--- src/rtl/cpu_pkg.sv ---
// Shared constants and handshake encoding for the CPU input capture path.
package cpu_pkg;

   localparam int CPU_DATA_W          = 4;
   localparam int CPU_SYNC_STAGES     = 2;
   localparam int CPU_DEBOUNCE_CYCLES = 500000;

   typedef enum logic {
      ST_IDLE  = 1'b0,
      ST_VALID = 1'b1
   } hs_state_e;

endpackage

--- src/rtl/cpu_debounce.sv ---
// Active-low button synchronizer and debouncer.
// Produces the debounced level and a one-cycle press strobe.
module cpu_debounce
   import cpu_pkg::*;
#(
   parameter int SYNC_STAGES     = CPU_SYNC_STAGES,
   parameter int DEBOUNCE_CYCLES = CPU_DEBOUNCE_CYCLES
) (
   input  logic clk,
   input  logic reset,
   input  logic key_n,
   output logic key_level,
   output logic press
);

   localparam int CNT_W = $clog2(DEBOUNCE_CYCLES);
   localparam logic [CNT_W-1:0] CNT_MAX = CNT_W'(DEBOUNCE_CYCLES - 1);

   logic [SYNC_STAGES-1:0] sync_q;
   logic [CNT_W-1:0]       cnt_q, cnt_d;
   logic                   level_q, level_d;
   logic                   mismatch;
   logic                   expire;

   // Synced key is active-low; level is active-high.
   assign mismatch = (~sync_q[SYNC_STAGES-1]) != level_q;
   assign expire   = mismatch && (cnt_q == CNT_MAX);

   always_comb begin
      cnt_d   = '0;
      level_d = level_q;
      if (expire) begin
         level_d = ~level_q;
      end else if (mismatch) begin
         cnt_d = cnt_q + 1'b1;
      end
   end

   always_ff @(posedge clk) begin
      if (reset) begin
         sync_q  <= '1;
         cnt_q   <= '0;
         level_q <= 1'b0;
      end else begin
         sync_q  <= {sync_q[SYNC_STAGES-2:0], key_n};
         cnt_q   <= cnt_d;
         level_q <= level_d;
      end
   end

   assign key_level = level_q;
   assign press     = expire && !level_q;

endmodule

--- src/rtl/cpu_input_capture.sv ---
// Switch/button operand capture with valid/ack handshake to the CPU FSM.
// Optional: CPU_INPUT_OVERWRITE_EN makes a press while VALID replace the operand.
module cpu_input_capture
   import cpu_pkg::*;
#(
   parameter int DATA_W          = CPU_DATA_W,
   parameter int SYNC_STAGES     = CPU_SYNC_STAGES,
   parameter int DEBOUNCE_CYCLES = CPU_DEBOUNCE_CYCLES
) (
   input  logic              clk,
   input  logic              reset,
   input  logic [DATA_W-1:0] sw_in,
   input  logic              key_n,
   output logic [DATA_W-1:0] data_out,
   output logic              data_valid,
   input  logic              data_ack,
   output logic              key_level,
   output logic              overrun
);

   logic [DATA_W-1:0] sw_sync_q [SYNC_STAGES];
   logic [DATA_W-1:0] sw_s;
   logic              press;
   hs_state_e         state_q;
   logic [DATA_W-1:0] data_q;
   logic              valid_q;
   logic              overrun_q;

   always_ff @(posedge clk) begin
      if (reset) begin
         for (int i = 0; i < SYNC_STAGES; i++) sw_sync_q[i] <= '0;
      end else begin
         sw_sync_q[0] <= sw_in;
         for (int i = 1; i < SYNC_STAGES; i++) sw_sync_q[i] <= sw_sync_q[i-1];
      end
   end

   assign sw_s = sw_sync_q[SYNC_STAGES-1];

   cpu_debounce #(
      .SYNC_STAGES    (SYNC_STAGES),
      .DEBOUNCE_CYCLES(DEBOUNCE_CYCLES)
   ) u_key (
      .clk      (clk),
      .reset    (reset),
      .key_n    (key_n),
      .key_level(key_level),
      .press    (press)
   );

   always_ff @(posedge clk) begin
      if (reset) begin
         state_q   <= ST_IDLE;
         data_q    <= '0;
         valid_q   <= 1'b0;
         overrun_q <= 1'b0;
      end else begin
         unique case (state_q)
            ST_IDLE: begin
               if (press) begin
                  data_q  <= sw_s;
                  valid_q <= 1'b1;
                  state_q <= ST_VALID;
               end
            end
            ST_VALID: begin
               // An ack always retires the current operand, even with a press.
               if (press) begin
                  overrun_q <= 1'b1;
`ifdef CPU_INPUT_OVERWRITE_EN
                  data_q <= sw_s;
`endif
               end
               if (data_ack) begin
                  valid_q <= 1'b0;
                  state_q <= ST_IDLE;
               end
            end
            default: state_q <= ST_IDLE;
         endcase
      end
   end

   assign data_out   = data_q;
   assign data_valid = valid_q;
   assign overrun    = overrun_q;

endmodule

--- config.mk ---
export PLATFORM = sky130hd
export DESIGN_NAME = cpu_input_capture
export DESIGN_NICKNAME = d
export VERILOG_FILES = /design/src/rtl/cpu_pkg.sv /design/src/rtl/cpu_debounce.sv /design/src/rtl/cpu_input_capture.sv
export SDC_FILE = /design/constraint.sdc
export NUM_CORES = 1
export LEC_CHECK = 0
export ABC_AREA = 1
export CAP_MARGIN = 10
export CORE_ASPECT_RATIO = 2
export CORE_MARGIN = 5
export CORE_UTILIZATION = 45
export DETAILED_ROUTE_END_ITERATION = 7
export PLACE_DENSITY = 0.63
export SETUP_SLACK_MARGIN = 0.4
export SYNTH_ARGS = -nofsm -noshare
export SYNTH_HDL_FRONTEND = slang
export SYNTH_SLANG_ARGS = --single-unit
--- constraint.sdc ---
create_clock -name clk -period 2.2 [get_ports clk]
set_input_delay 0.44 -clock clk [delete_from_list [all_inputs] [get_ports clk]]
set_output_delay 0.44 -clock clk [all_outputs]
set_load 0.005 [all_outputs]
=== Word level (Yosys, flattened, before mapping) ===
Memory sizes are Yosys's and may differ from the RTL's. A register that Yosys moved wholly into a read port is not among the register bits.
Index checks and enable logic that the tools add are counted.

* Add/sub/neg operators: 1
* Equal/unequal tests: 4
* Muxes and demuxes: 11
* Bitwise gates (word level): 6
* Reduce and logical (&&, ||, !) cells: 7

{| class="wikitable"
|+ Operator list
! cell !! count
|-
| $add A19 B1 Y19 const B || 1
|-
| $eq A19 B19 Y1 const B || 1
|-
| $mux W4 || 2
|-
| $mux W1 || 7
|-
| $reduce_and A2 Y1 || 3
|-
| $ne A2 B2 Y1 const B || 2
|-
| $not A1 Y1 || 4
|-
| $pmux W1 S2 || 2
|-
| $reduce_or A3 Y1 || 1
|-
| $logic_and A1 B1 Y1 || 2
|-
| $or A1 B1 Y1 || 2
|-
| $logic_not A1 Y1 || 1
|-
| $ne A1 B1 Y1 || 1
|}

* Bits in registers: 25
* Memory bits (writable): 8
* Input port bits: 8
* Output and inout port bits: 7
* Logic and storage cells: 36
* Memories: 1

{| class="wikitable"
|+ Memories
! name !! words !! width !! read ports !! clocked after memory_dff !! write ports !! line !! text
|-
| sw_sync_q || 2 || 4 || 2 || 1 || 2 || cpu_input_capture.sv:21 || <nowiki>logic [DATA_W-1:0] sw_sync_q [SYNC_STAGES];</nowiki>
|}

=== Longest topological paths before layout ===
* Word-level depth: 6
* Gate-level depth with buffers: 9
* Depth with buffers taken out: 9

=== Modules after synthesis ===
Synthesis repeated with hierarchy kept, for this count alone.

* Cells, all modules: 227
* Area, all modules: 1607.8 µm²

{| class="wikitable"
|+ By module, submodules not included
! module !! instances !! cells an instance !! area an instance (µm²) !! sequential area each (µm²)
|-
| cpu_debounce || 1 || 164 || 1104.8 || 440.4
|-
| cpu_input_capture || 1 || 63 || 503.0 || 300.3
|}

=== Worst setup path after synthesis ===
OpenSTA, ideal clock, no wires.

* Path type: register to register
* Start: register u_key.cnt_q[0]
* End: register u_key.cnt_q[15]
* Library setup time: 0.115 ns
* Arrival time: 1.420 ns
* Required time: 2.085 ns
* Slack: 0.664 ns
* Stages on the path, launching flop included: 10
* Buffers on the path: 1
* Clock period less this slack: 1.536 ns
* Cells stage by stage: dfxtp_1 ha_1 nand3_4 clkinv_1 nand2_2 nor2_4 nand2_2 nand3_4 buf_12 nor2_2

* Longest elaborated chain between the ends: 3
* Elaborated cells between the ends (all ways): 4
* Those cells by class: 1 x add/sub; 1 x eq/ne; 2 x reduce/logical

{| class="wikitable"
|+ RTL lines
! what !! line !! text
|-
| start, declared || cpu_debounce.sv:20 || <nowiki>logic [CNT_W-1:0] cnt_q, cnt_d;</nowiki>
|-
| start signal, assigned || cpu_debounce.sv:46 || <nowiki>cnt_q <= cnt_d;</nowiki>
|-
| parallel branches: the longest is 3 deep, another holds $add A19 B1 Y19 || n/a ||
|}

Several ways; the timed one is not identified.
A chain may end at the register's enable or synchronous reset.

=== Worst setup path after layout ===
* Start: register u_key.level_q, in the netlist u_key.key_level
* End: output port key_level

{| class="wikitable"
|+ RTL lines
! what !! line !! text
|-
| start, declared || cpu_debounce.sv:21 || <nowiki>logic level_q, level_d;</nowiki>
|-
| start signal, assigned || cpu_debounce.sv:47 || <nowiki>level_q <= level_d;</nowiki>
|-
| end, declared || cpu_input_capture.sv:17 || <nowiki>output logic key_level,</nowiki>
|}

No word-level cell between the ends.

==> impl_metrics.toml <==
[outcome]
status = "finished clean"

[logic_synthesis]
synth-seq-area-share_pct = 44.8
netlist_top_cells_count = "nand2_1, dfxtp_1, inv_1"
postSynthRegisterBits = 37
edff_count_synth = 0
netlist_instances = 217
dominant_cell_by_count_in_the_synthesized_netlist = "nand2_1"
summed_instance_area_of_the_synthesized_netlist_mm2 = 0.00165
post-synth-top-area-fraction_pct = 44.8
synth_top_family_by_area = "simple AND/OR/NAND/NOR gates"
area_share_of_and_or_nand_nor_cells_after_synthesis_pct = 37.5
synth_xor_xnor_area_share_pct = 3.71
synth_area_leaders = "dfxtp_1, nand2_1, inv_1, nor2_1, nor2_2"
synth-compound-area-share_pct = 3.86
muxShareOfSynthArea_pct = 0
yosys.area_share.adder_pct = 0.756
leading_register_cell_type_out_of_synthesis = "dfxtp_1"
synth.largest_area_cell = "dfxtp_1"
synth_area_per_cell_um2 = 7.62
mappedNetlistNets = 226
asyncSetResetFlopFracSynth_pct = 0
total_of_warnings_raised_by_yosys = 0
post_synth_num_cell_types = 25

[worst_hold_path]
worst_hold_endpoint = "sw_sync_q[1][2]$_SDFF_PP0_"
min-delay-path-class = "reg -> reg"
timing.hold.worst_path_depth = 2
hp-start = "sw_sync_q[0][2]$_SDFF_PP0_"

[die]
io_count = 15
dieArea_mm2 = 0.00506
rows = 31
core_region_area_mm2 = 0.00361
dieHeight_um = 95.7
die_width_um = 52.9
floorplan.initialDensity_pct = 45.9

[sta]
fin_worst_hold_slack_ps = 410
grt_setup_unrepaired = "true"
max_freq_mhz = 612
setup_viol = 0
slew_violations = 0
worst_pin_slew_ps = 367
hold_viol = 0
period_needed_ps = 1630
timing.setup.tns_ps = 0
layout_worst_path_cycle_share_pct = 74.3
worst_slew_margin_relative_to_its_limit_pct = 75.4
clock-skew-final_ps = 3.87

[pwr]
power_density_mw_per_mm2 = 609
p_total_mw = 1.17
leakagePower_nw = 0.658
ir_worst_vdd_mv = 0.466

[critical_path]
worstPathBufferInverterCount = 1
critical-path-top-delay-family = "buffers and inverters"
slowest_delay_ps = 530
timing.critical_path.fanout_max = 4
reg2reg_to = "u_key.cnt_q[11]$_SDFF_PP0_"
worst-r2r-cell-count = 8
reg2reg_from = "u_key.cnt_q[0]$_SDFF_PP0_"
worst-r2r-setup-slack_ps = 590
path_class = "reg -> out"
crit_chain = "clkdlybuf4s50_1"
end_kind = "output port"
crit_arrival_ps = 1190
timing.critical_path.from_type = "flip-flop"
cpMaxStageDelayCell = "clkdlybuf4s50_1"
worstPathRequired_ps = 1760

[detailed_routing]
drt_pass1_iterations = 4
detail_route.drc_violations = 0
ant_nets = 0
routed_via_density = 4.63
drt_iter0_drc = 36
routed_length_per_placed_instance_um = 10.8
postRouteWirelength_um = 3110
number_of_vias_in_the_routed_layout = 1329

[cells_and_area]
insertedDiodeCount = 0
syn_to_final_growth_pct = 16.6
fin_cells = 287
layout.nets = 246
fraction_of_layout_cells_with_a_size_suffix_above_1_pct = 13.9
final_design_area_no_fill_mm2 = 0.00193

[clock_tree]
cts-root-buf = "clkbuf_8"
clock_pin_slew_on_the_worst_setup_and_hold_paths_ps = 70
cts_htree_levels = 2
clock_path_buffers = 2
later_pin_clock_latency_in_the_skew_report_ps = 290
cts-buffers-inserted = 5
clock_tree_from_tritoncts = "yes"
cts.sinks = 37

[global_route]
overflow = 0
grt.total_usage_pct = 15.2
grt_max_degree = 20
vias_in_the_first_global_route = 1338
grt_busiest_layer = "met2"
grt_pass1_wl_um = 5600
grt_use_met1_pct = 13.0
met3_usage_pct = 3.72
grt_antenna_before_repair = 0
global_route.usage.met2_pct = 30.1

[place]
place_area_mm2 = 0.00184
detailed_place_hpwl_um = 2430
place_congestion = 0.790
io_buffers = 14
numPlacedInstances = 279

[job]
drv_cap = 0
-- kinds of logic (layout without fill, tap and decap cells) --
logic type | count (synthesis) | after routing
and+or+nand+nor | 123 | 123
DFF | 37 | 37
buffers and inverters | 37 | 58
AOI/OAI and AO/OA | 12 | 12
xor gates and xnor gates | 7 | 7
adders and majority gates | 1 | 1
-- flip-flops by register name, indices dropped and copies added, names as in the netlist --
| register | cells |
|---|---|
| u_key.cnt_q | 19 |
| sw_sync_q | 8 |
| data_out | 4 |
| u_key.sync_q | 2 |
| data_valid | 1 |
| overrun | 1 |
| state_q | 1 |
| u_key.key_level | 1 |
-- worst max-delay path by stage --
stage | endpoint | depth (start not counted) | from | slack [ps]
3_3_place_gp | u_key.cnt_q[11]$_SDFF_PP0_ | 4 | reset | 510
4_1_cts | u_key.cnt_q[11]$_SDFF_PP0_ | 8 | u_key.cnt_q[0]$_SDFF_PP0_ | 500
2_1_floorplan | u_key.cnt_q[15]$_SDFF_PP0_ | 9 | u_key.cnt_q[0]$_SDFF_PP0_ | 660
3_5_place_dp | u_key.cnt_q[11]$_SDFF_PP0_ | 4 | reset | 470
5_1_grt | u_key.cnt_q[14]$_SDFF_PP0_ | 8 | u_key.cnt_q[0]$_SDFF_PP0_ | 390
6_report | key_level | 1 | u_key.key_level$_SDFFE_PP0P_ | 570
-- power by group --
part	switching [mW]	total (mW)	leakage (nW)	internal, mW
clock network	0.241	0.459	0.0439	0.218
logic	0.0156	0.0329	0.314	0.0173
registers	0.00314	0.682	0.300	0.678
total	0.260	1.17	0.658	0.914
-- area by class of cell --
type                       instances  area, um^2
inverter                          35         131
clock inverter                     3        17.5
tap                               49        61.3
timing repair buffer              15         148
sequential                        37         741
fill                             371        1680
clock buffer                       5        68.8
multi-input combinational        143         761
-- routing by layer --
| metal | up-vias | share of wire [%] |
|---|---|---|
| li1 | 710 | - |
| met1 | 598 | 36 |
| met2 | 15 | 58 |
| met3 | 6 | 3.1 |
| met4 | 0 | 2.5 |
| met5 | - | 0 |
-- timing repair --
action                     4_1_cts  5_1_grt
hold buffers                     0        0
setup buffers                    0        0
hold endpoints to repair         0        0
setup endpoints to repair        0       16
gates resized for setup          0        1
-- per-stage QoR --
| step | setup WS [ps] | util, % |
|---|---|---|
| floorplan | 664 | - |
| global placement | 512 | 51.0 |
| detailed placement | 472 | 51.0 |
| CTS | 505 | 53.4 |
| global route | 390 | 53.5 |
| finish | 566 | 53.5 |
-- cell usage in the layout (no fill, tap or decap) --
cell / instances
clkinv_1: 1
nand2_2: 2
nor3_1: 4
a21oi_2: 1
nand4_4: 1
or2_0: 1
nor2_1: 33
inv_1: 34
xor2_1: 5
nor3b_1: 1
ha_2: 1
nor3_2: 2
nand3b_1: 1
nand3_1: 9
clkinvlp_4: 1
clkbuf_8: 5
dfxtp_1: 37
a21oi_1: 11
nor2_2: 9
nand2_1: 45
clkinv_2: 2
nand4_1: 7
xnor2_1: 2
or2_2: 3
nor2_4: 3
buf_4: 1
clkdlybuf4s50_1: 14
nand3_4: 2
Power figures use the tool's default switching activity.
